**config.mk**
```make
export PLATFORM = sky130hd
export DESIGN_NAME = periph_read_mux
export DESIGN_NICKNAME = d
export VERILOG_FILES = /design/src/rtl/periph_bus_pkg.sv /design/src/rtl/periph_sel_decode.sv /design/src/rtl/periph_read_mux.sv
export SDC_FILE = /design/constraint.sdc
export NUM_CORES = 1
export LEC_CHECK = 0
export ABC_AREA = 1
export BUFFER_PORTS_ARGS = -buffer_cell sky130_fd_sc_hd__buf_2
export CAP_MARGIN = 20
export CORE_MARGIN = 2
export CORE_UTILIZATION = 33
export CTS_BUF_LIST = sky130_fd_sc_hd__clkbuf_4 sky130_fd_sc_hd__clkbuf_8 sky130_fd_sc_hd__clkbuf_16
export CTS_CLUSTER_SIZE = 8
export DETAILED_ROUTE_END_ITERATION = 7
export PLACE_DENSITY = 0.81
export SLEW_MARGIN = 10
export SYNTH_ARGS = -nofsm -noshare
export SYNTH_HDL_FRONTEND = slang
export SYNTH_SLANG_ARGS = --single-unit
```
**constraint.sdc**
```tcl
create_clock -name clk -period 1.2 [get_ports clk]
set_input_delay 0.24 -clock clk [delete_from_list [all_inputs] [get_ports clk]]
set_output_delay 0.24 -clock clk [all_outputs]
set_load 0.005 [all_outputs]
```
**src/rtl/periph_bus_pkg.sv**
```systemverilog
// Shared types and constants for the peripheral read-data multiplexer.
package periph_bus_pkg;

    typedef enum logic [1:0] {
        ST_IDLE    = 2'd0,
        ST_WAIT    = 2'd1,
        ST_ERR_RSP = 2'd2
    } state_t;

    typedef enum logic [1:0] {
        SEL_NONE  = 2'd0,
        SEL_ONE   = 2'd1,
        SEL_MULTI = 2'd2
    } sel_class_t;

    localparam logic [1:0] ERR_NONE     = 2'b00;
    localparam logic [1:0] ERR_NOSEL    = 2'b01;
    localparam logic [1:0] ERR_MULTISEL = 2'b10;
    localparam logic [1:0] ERR_TIMEOUT  = 2'b11;

endpackage

```
**src/rtl/periph_sel_decode.sv**
```systemverilog
// Chip-select decoder: lowest active-low select index plus none/one/multi class.
import periph_bus_pkg::*;

module periph_sel_decode #(
    parameter int NUM_SLV = 4,
    parameter int IDX_W   = $clog2(NUM_SLV)
) (
    input  logic [NUM_SLV-1:0] i_cs_n,
    output logic [IDX_W-1:0]   o_idx,
    output sel_class_t         o_sel_class
);

    logic w_found;
    logic w_multi;

    always_comb begin
        o_idx   = '0;
        w_found = 1'b0;
        w_multi = 1'b0;
        for (int i = 0; i < NUM_SLV; i++) begin
            if (!i_cs_n[i]) begin
                if (w_found) begin
                    w_multi = 1'b1;
                end else begin
                    o_idx   = i[IDX_W-1:0];
                    w_found = 1'b1;
                end
            end
        end
    end

    always_comb begin
        if (!w_found) begin
            o_sel_class = SEL_NONE;
        end else if (w_multi) begin
            o_sel_class = SEL_MULTI;
        end else begin
            o_sel_class = SEL_ONE;
        end
    end

endmodule

```
**src/rtl/periph_read_mux.sv**
```systemverilog
// CPU read-data multiplexer over NUM_SLV peripherals with wait-state support,
// select-error detection, access timeout and a sticky error flag.
import periph_bus_pkg::*;

module periph_read_mux #(
    parameter int                NUM_SLV      = 4,
    parameter int                DATA_W       = 32,
    parameter int                TIMEOUT      = 16,
    parameter logic [DATA_W-1:0] DEFAULT_DATA = 32'h0
) (
    input  logic                        clk,
    input  logic                        n_rst,
    input  logic                        req_valid,
    input  logic                        req_we,
    input  logic [NUM_SLV-1:0]          cs_n,
    input  logic [NUM_SLV*DATA_W-1:0]   slv_rdata,
    input  logic [NUM_SLV-1:0]          slv_ready,
    input  logic                        err_clr,
    output logic [DATA_W-1:0]           read_data,
    output logic                        read_valid,
    output logic                        busy,
    output logic                        err,
    output logic [1:0]                  err_code,
    output logic                        err_sticky
);

    localparam int IDX_W  = $clog2(NUM_SLV);
    localparam int TCNT_W = $clog2(TIMEOUT);
    localparam logic [TCNT_W-1:0] TCNT_LAST = TCNT_W'(TIMEOUT - 1);

    state_t              r_state;
    logic [IDX_W-1:0]    r_sel_q;
    logic [TCNT_W-1:0]   r_tcnt;
    logic [1:0]          r_err_code;
    logic                r_err_sticky;

    logic [IDX_W-1:0]    w_idx;
    sel_class_t          w_sel_class;
    logic [DATA_W-1:0]   w_slices [NUM_SLV];
    logic [DATA_W-1:0]   w_rdata_sel;
    logic                w_rdy_sel;
    logic [TCNT_W-1:0]   w_tcnt_inc;
    logic                w_rd_req;
    logic                w_done;
    logic                w_err;

    periph_sel_decode #(
        .NUM_SLV (NUM_SLV),
        .IDX_W   (IDX_W)
    ) u_sel_decode (
        .i_cs_n      (cs_n),
        .o_idx       (w_idx),
        .o_sel_class (w_sel_class)
    );

    for (genvar g = 0; g < NUM_SLV; g++) begin : g_slice
        assign w_slices[g] = slv_rdata[g*DATA_W +: DATA_W];
    end

    // Only the captured select steers the data path; live cs_n is ignored in WAIT.
    assign w_rdata_sel = w_slices[r_sel_q];
    assign w_rdy_sel   = slv_ready[r_sel_q];
    assign w_tcnt_inc  = r_tcnt + 1'b1;
    assign w_rd_req    = req_valid && !req_we;
    assign w_done      = (r_state == ST_WAIT) && w_rdy_sel;
    assign w_err       = (r_state == ST_ERR_RSP);

    always_ff @(posedge clk or negedge n_rst) begin
        if (!n_rst) begin
            r_state    <= ST_IDLE;
            r_sel_q    <= '0;
            r_tcnt     <= '0;
            r_err_code <= ERR_NONE;
        end else begin
            case (r_state)
                ST_IDLE: begin
                    if (w_rd_req) begin
                        r_sel_q <= w_idx;
                        r_tcnt  <= '0;
                        case (w_sel_class)
                            SEL_ONE: begin
                                r_state    <= ST_WAIT;
                                r_err_code <= ERR_NONE;
                            end
                            SEL_NONE: begin
                                r_state    <= ST_ERR_RSP;
                                r_err_code <= ERR_NOSEL;
                            end
                            default: begin
                                r_state    <= ST_ERR_RSP;
                                r_err_code <= ERR_MULTISEL;
                            end
                        endcase
                    end
                end
                ST_WAIT: begin
                    if (w_rdy_sel) begin
                        r_state <= ST_IDLE;
                    end else begin
                        // Abort once the incremented count hits TIMEOUT-1.
                        r_tcnt <= w_tcnt_inc;
                        if (w_tcnt_inc == TCNT_LAST) begin
                            r_state    <= ST_ERR_RSP;
                            r_err_code <= ERR_TIMEOUT;
                        end
                    end
                end
                ST_ERR_RSP: begin
                    r_state <= ST_IDLE;
                end
                default: begin
                    r_state <= ST_IDLE;
                end
            endcase
        end
    end

    // Set wins over clear when both happen in the same cycle.
    always_ff @(posedge clk or negedge n_rst) begin
        if (!n_rst) begin
            r_err_sticky <= 1'b0;
        end else if (w_err) begin
            r_err_sticky <= 1'b1;
        end else if (err_clr) begin
            r_err_sticky <= 1'b0;
        end
    end

    always_comb begin
        read_data  = DEFAULT_DATA;
        read_valid = 1'b0;
        err        = 1'b0;
        err_code   = ERR_NONE;
        busy       = 1'b0;
        if (w_done) begin
            read_data  = w_rdata_sel;
            read_valid = 1'b1;
        end else if (w_err) begin
            read_valid = 1'b1;
            err        = 1'b1;
            err_code   = r_err_code;
        end else if (r_state == ST_WAIT) begin
            busy = 1'b1;
        end
    end

    assign err_sticky = r_err_sticky;

endmodule

```
==> report_table.html <==
<table>
<tr><th>Metric</th><th>Value</th></tr>
<tr><th colspan="2">Status</th></tr>
<tr><td>Run status</td><td>finished, violations left</td></tr>
<tr><td>Violations in the final reports</td><td>setup timing</td></tr>
<tr><th colspan="2">Routing</th></tr>
<tr><td>Average detailed-routed wire length per instance</td><td>12.5 um</td></tr>
<tr><td>DRC violations left</td><td>0</td></tr>
<tr><td>ANT nets after route</td><td>0</td></tr>
<tr><td>Vias per std cell</td><td>slightly below 5</td></tr>
<tr><td>Total Routed Length</td><td>between 7000 and 8000 um</td></tr>
<tr><td>Length of the first detailed-routing pass in iterations</td><td>4</td></tr>
<tr><td>Vias</td><td>approximately 3000</td></tr>
<tr><td>Number of DRC markers in iteration 0</td><td>approximately 120</td></tr>
<tr><th colspan="2">Die</th></tr>
<tr><td>Initial core utilization</td><td>around a third</td></tr>
<tr><td>IO Pins</td><td>~180</td></tr>
<tr><td>Die Footprint</td><td>just under 6000 um^2</td></tr>
<tr><td>Core footprint</td><td>slightly above 5000 um^2</td></tr>
<tr><td>Std cell rows</td><td>26</td></tr>
<tr><td>Horizontal die dimension</td><td>a little under 80 um</td></tr>
<tr><td>Vertical die dimension</td><td>approximately 77 um</td></tr>
<tr><th colspan="2">CTS</th></tr>
<tr><td>CTS sink cnt</td><td>11</td></tr>
<tr><td>Number of buffers on the longest clock path</td><td>2</td></tr>
<tr><td>Latest clock arrival within the worst-skew pair</td><td>approximately 240 ps</td></tr>
<tr><td>Number of buffers created by CTS</td><td>3</td></tr>
<tr><td>Clock tree from TritonCTS</td><td>built</td></tr>
<tr><td>Root Buffer</td><td>sky130_fd_sc_hd__clkbuf_8</td></tr>
<tr><td>Clock Pin Slew Worst Setup and Hold Paths</td><td>approximately 50 ps</td></tr>
<tr><td># H-tree levels</td><td>1</td></tr>
<tr><th colspan="2">Critical path</th></tr>
<tr><td>Critical Path End Type</td><td>output pin</td></tr>
<tr><td>Data required time of the worst path</td><td>between 900 and 1000 ps</td></tr>
<tr><td>Crit-path slowest cell</td><td>sky130_fd_sc_hd__dfrtp_1</td></tr>
<tr><td>Max Fanout on Critical Path</td><td>6</td></tr>
<tr><td>Data arrival time of the critical path</td><td>between 1500 and 2000 ps</td></tr>
<tr><td>Reg2Reg Depth</td><td>9</td></tr>
<tr><td>Cell-by-cell listing of the critical path</td><td>inv_2, nand2_1, inv_1, nand3_4, clkbuf_16, a21oi_2, buf_2</td></tr>
<tr><td>Type of element launching the critical path</td><td>flop</td></tr>
<tr><td>Max stage delay on crit path</td><td>390 ps</td></tr>
<tr><td>Worst Path Class, Setup</td><td>flop to output pin</td></tr>
<tr><th colspan="2">Timing</th></tr>
<tr><td>Hold violation total from the final report</td><td>0</td></tr>
<tr><td>Slew headroom</td><td>between 80% and 90%</td></tr>
<tr><td>Worst clock skew</td><td>approximately 3.6 ps</td></tr>
<tr><td>Final worst-path setup slack</td><td>-549 ps</td></tr>
<tr><td>Number of pins with negative max-slew slack in the final report</td><td>0</td></tr>
<tr><td>Final critical delay including setup and external delays</td><td>around 1700 ps</td></tr>
<tr><td>Final TNS setup</td><td>-19650 ps</td></tr>
<tr><td>Transition time of the tightest slew-check pin</td><td>about 250 ps</td></tr>
<tr><td>Fmax</td><td>approximately 570 MHz</td></tr>
<tr><td>Setup Viol. Count Final</td><td>45</td></tr>
<tr><td>Unrepaired setup endpoints after global routing</td><td>yes</td></tr>
<tr><td>Final worst-path cycle share</td><td>146%</td></tr>
<tr><th colspan="2">Synthesis</th></tr>
<tr><td>Most repeated cell in the gate-level netlist after synthesis</td><td>sky130_fd_sc_hd__nor2_1</td></tr>
<tr><td>Post-synthesis average cell area</td><td>just over 5 um^2</td></tr>
<tr><td>Number of enable-type register cells in the synthesized netlist</td><td>0</td></tr>
<tr><td>Netlist area before placement</td><td>1770 um^2</td></tr>
<tr><td>Number of storage elements in the synthesis netlist</td><td>11</td></tr>
<tr><td>Area share of the largest cell type after synthesis</td><td>roughly 29%</td></tr>
<tr><td>Number of standard cells after synthesis</td><td>341</td></tr>
<tr><td>Warnings, synthesis</td><td>0</td></tr>
<tr><td>Syn Nets</td><td>~480</td></tr>
<tr><td>Leading post-synthesis cells by cell area</td><td>sky130_fd_sc_hd__nor2_1 (29%), sky130_fd_sc_hd__o21ai_0 (20%), sky130_fd_sc_hd__dfrtp_1 (16%)</td></tr>
<tr><td>Netlist cell types</td><td>20</td></tr>
<tr><td>Library cell occupying the most area in the post-synthesis netlist</td><td>sky130_fd_sc_hd__nor2_1</td></tr>
<tr><td>Primary FF master, synth</td><td>sky130_fd_sc_hd__dfrtp_1</td></tr>
<tr><td>Cell types with the highest counts after synthesis</td><td>sky130_fd_sc_hd__nor2_1 (136), sky130_fd_sc_hd__o21ai_0 (71), sky130_fd_sc_hd__a21oi_1 (32)</td></tr>
<tr><td>Async SR Flop Fraction</td><td>100%</td></tr>
<tr><td>Sequential fraction of the synthesis area</td><td>15.6%</td></tr>
<tr><th colspan="2">Cells and area</th></tr>
<tr><td>Area of the multi-input gates</td><td>~1500 um^2</td></tr>
<tr><td>Total area of sequential cells</td><td>roughly 280 um^2</td></tr>
<tr><td>Net count of the finished layout</td><td>between 600 and 700</td></tr>
<tr><td>Layout overhead on the synthesized area</td><td>83.8%</td></tr>
<tr><td>Layout cell share with drive strength beyond 1</td><td>between 50% and 60%</td></tr>
<tr><td>FILL cells</td><td>499</td></tr>
<tr><td>Number of inserted diodes</td><td>0</td></tr>
<tr><th colspan="2">Global routing</th></tr>
<tr><td>Grt ovf</td><td>0</td></tr>
<tr><td>Wire length of the first global-routing pass</td><td>between 10000 and 15000 um</td></tr>
<tr><td>Overall fraction of global-route tracks in use</td><td>around a quarter</td></tr>
<tr><td>Largest net degree at the start of global routing</td><td>32</td></tr>
<tr><td>Initial antenna violation count</td><td>0</td></tr>
<tr><td>Vias in the first global route</td><td>2861</td></tr>
<tr><th colspan="2">Place</th></tr>
<tr><td>Number of I/O port buffers</td><td>approximately 180</td></tr>
<tr><td>Half-perimeter wire length after detailed placement</td><td>~5700 um</td></tr>
<tr><td>Post-placement setup slack</td><td>-318 ps</td></tr>
<tr><td>Routability congestion estimate</td><td>~0.85</td></tr>
<tr><th colspan="2">Power and ir drop</th></tr>
<tr><td>Leak pwr</td><td>between 1.5 and 2 nW</td></tr>
<tr><td>Comb power frac</td><td>between 70% and 80%</td></tr>
<tr><td>Total power</td><td>3.00 mW</td></tr>
<tr><td>Clk network pwr share</td><td>about an eighth</td></tr>
<tr><td>Cell-internal power</td><td>1.64 mW</td></tr>
<tr><td>Power density over the cells</td><td>between 900 and 1000 nW/um^2</td></tr>
<tr><td>VDD IR-drop max</td><td>approximately 700 uV</td></tr>
<tr><td>Sequential Power Share</td><td>between 15 and 20%</td></tr>
<tr><td>Switching power summed over all nets</td><td>1.36 mW</td></tr>
<tr><td>Fraction of power spent switching nets</td><td>between 40% and 50%</td></tr>
<tr><th colspan="2">Job</th></tr>
<tr><td>Max-cap viol count</td><td>0</td></tr>
<tr><th colspan="2">Hold path</th></tr>
<tr><td>Hold Path Class</td><td>input port to flop</td></tr>
<tr><td>Cells on Worst Hold Path</td><td>2</td></tr>
</table>
## power by group through the flow
stage	logic (mW)	registers, mW	clock network (mW)
6_report	2.10	0.501	0.393
5_1_grt	2.37	0.508	0.420
4_1_cts	1.92	0.493	0.398
3_5_place_dp	1.80	0.501	0
3_3_place_gp	1.75	0.496	0
2_1_floorplan	1.20	0.481	0
## worst max-delay path, delay by kind of cell (launching register included)
| family | cells | cell delay (ps) |
|---|---|---|
| buffers and inverters | 4 | 530 |
| DFF | 1 | 390 |
| and+or+nand+nor | 2 | 250 |
| AOI/OAI and AO/OA | 1 | 90 |
## per-stage QoR
step	instance area [um^2]	util (%)	instances	hold slack (ps)
2_1_floorplan	1910	-	341	-55.6
3_3_place_gp	2940	57.3	589	121
3_5_place_dp	2940	57.3	589	123
4_1_cts	3100	60.4	599	212
5_1_grt	3240	63.1	603	218
6_report	3240	63.1	603	205
## final timing paths
kind                                                start  slack, ps                         to
worst max-delay path               r_state[1]$_DFFE_PN0P_       -550              read_data[30]
worst min-delay path                              err_clr        200     err_sticky$_DFFE_PN0P_
worst max register to register     r_sel_q[0]$_DFFE_PN0P_       -260      r_tcnt[1]$_DFFE_PN0P_
worst min register to register  r_err_code[0]$_DFFE_PN0P_        490  r_err_code[0]$_DFFE_PN0P_
max in group asynchronous                           n_rst        570     r_sel_q[0]$_DFFE_PN0P_
min in group asynchronous                           n_rst        400  r_err_code[0]$_DFFE_PN0P_
## cell families after synthesis
family	share of synthesized area, %
adders and majority gates	1.42
and+or+nand+nor	42.2
AOI/OAI and AO/OA	29.6
DFF	15.6
buffers and inverters	11.2
## timing repair
item | in CTS | in global routing
resized for setup | 25 | 39
endpoints found under the setup margin | 45 | 47
hold buffers | 1 | 0
hold endpoints to repair | 11 | 0
gates cloned | 1 | 2
buffers inserted | 4 | 5
pin swaps | 1 | 6
## routing by layer
| layer | up-vias | GRT usage, % | part of all wire (%) |
|---|---|---|---|
| li1 | 1493 | - | - |
| met1 | 1338 | 25.4 | 38 |
| met2 | 132 | 47.7 | 53 |
| met3 | 21 | 3.29 | 7.2 |
| met4 | 0 | 7.68 | 2.0 |
| met5 | - | 0 | 0 |
## cells in the final DEF, fill, tap and decap left out
cell type                       netlist  layout
sky130_fd_sc_hd__buf_2                5     177
sky130_fd_sc_hd__nor2_1             136     127
sky130_fd_sc_hd__o21ai_0             71      45
sky130_fd_sc_hd__a21oi_2              0      32
sky130_fd_sc_hd__o21ai_1              0      25
sky130_fd_sc_hd__buf_4                7      23
sky130_fd_sc_hd__nand2_1             25      20
sky130_fd_sc_hd__inv_1               15      12
sky130_fd_sc_hd__nand3_1              9       9
sky130_fd_sc_hd__dfrtp_1             11       9
sky130_fd_sc_hd__nor2_2               0       8
sky130_fd_sc_hd__nand2_2              2       5
sky130_fd_sc_hd__nand2_4              2       4
sky130_fd_sc_hd__inv_2                3       4
sky130_fd_sc_hd__buf_6                1       4
sky130_fd_sc_hd__nand3_4              0       3
sky130_fd_sc_hd__nand4_1              3       3
sky130_fd_sc_hd__clkbuf_8             0       3
sky130_fd_sc_hd__buf_12               0       3
sky130_fd_sc_hd__inv_4                0       2
sky130_fd_sc_hd__or2_2                2       2
sky130_fd_sc_hd__clkbuf_16            0       2
sky130_fd_sc_hd__dfrtp_2              0       2
sky130_fd_sc_hd__o21ai_2              0       1
sky130_fd_sc_hd__nor2_4               0       1
sky130_fd_sc_hd__o22ai_1              1       1
sky130_fd_sc_hd__ha_1                 2       1
sky130_fd_sc_hd__ha_2                 0       1
sky130_fd_sc_hd__clkbuf_4             0       1
sky130_fd_sc_hd__buf_16               0       1
sky130_fd_sc_hd__dlygate4sd3_1        0       1
sky130_fd_sc_hd__buf_8                0       1
## layout make-up
cell class / instances / area share [%]
Multi-Input combinational cell: 288 / 46.0
Timing Repair Buffer: 212 / 39.0
Sequential cell: 11 / 8.56
Tap cell: 70 / 2.70
Inverter: 18 / 2.24
Clock buffer: 4 / 1.50
## flip-flops by register name, indices dropped and copies added, names as in the netlist
register	flops
r_sel_q	2
r_tcnt	4
r_err_code	2
r_state	2
err_sticky	1
Note: power is estimated with default switching activity, not from simulation.
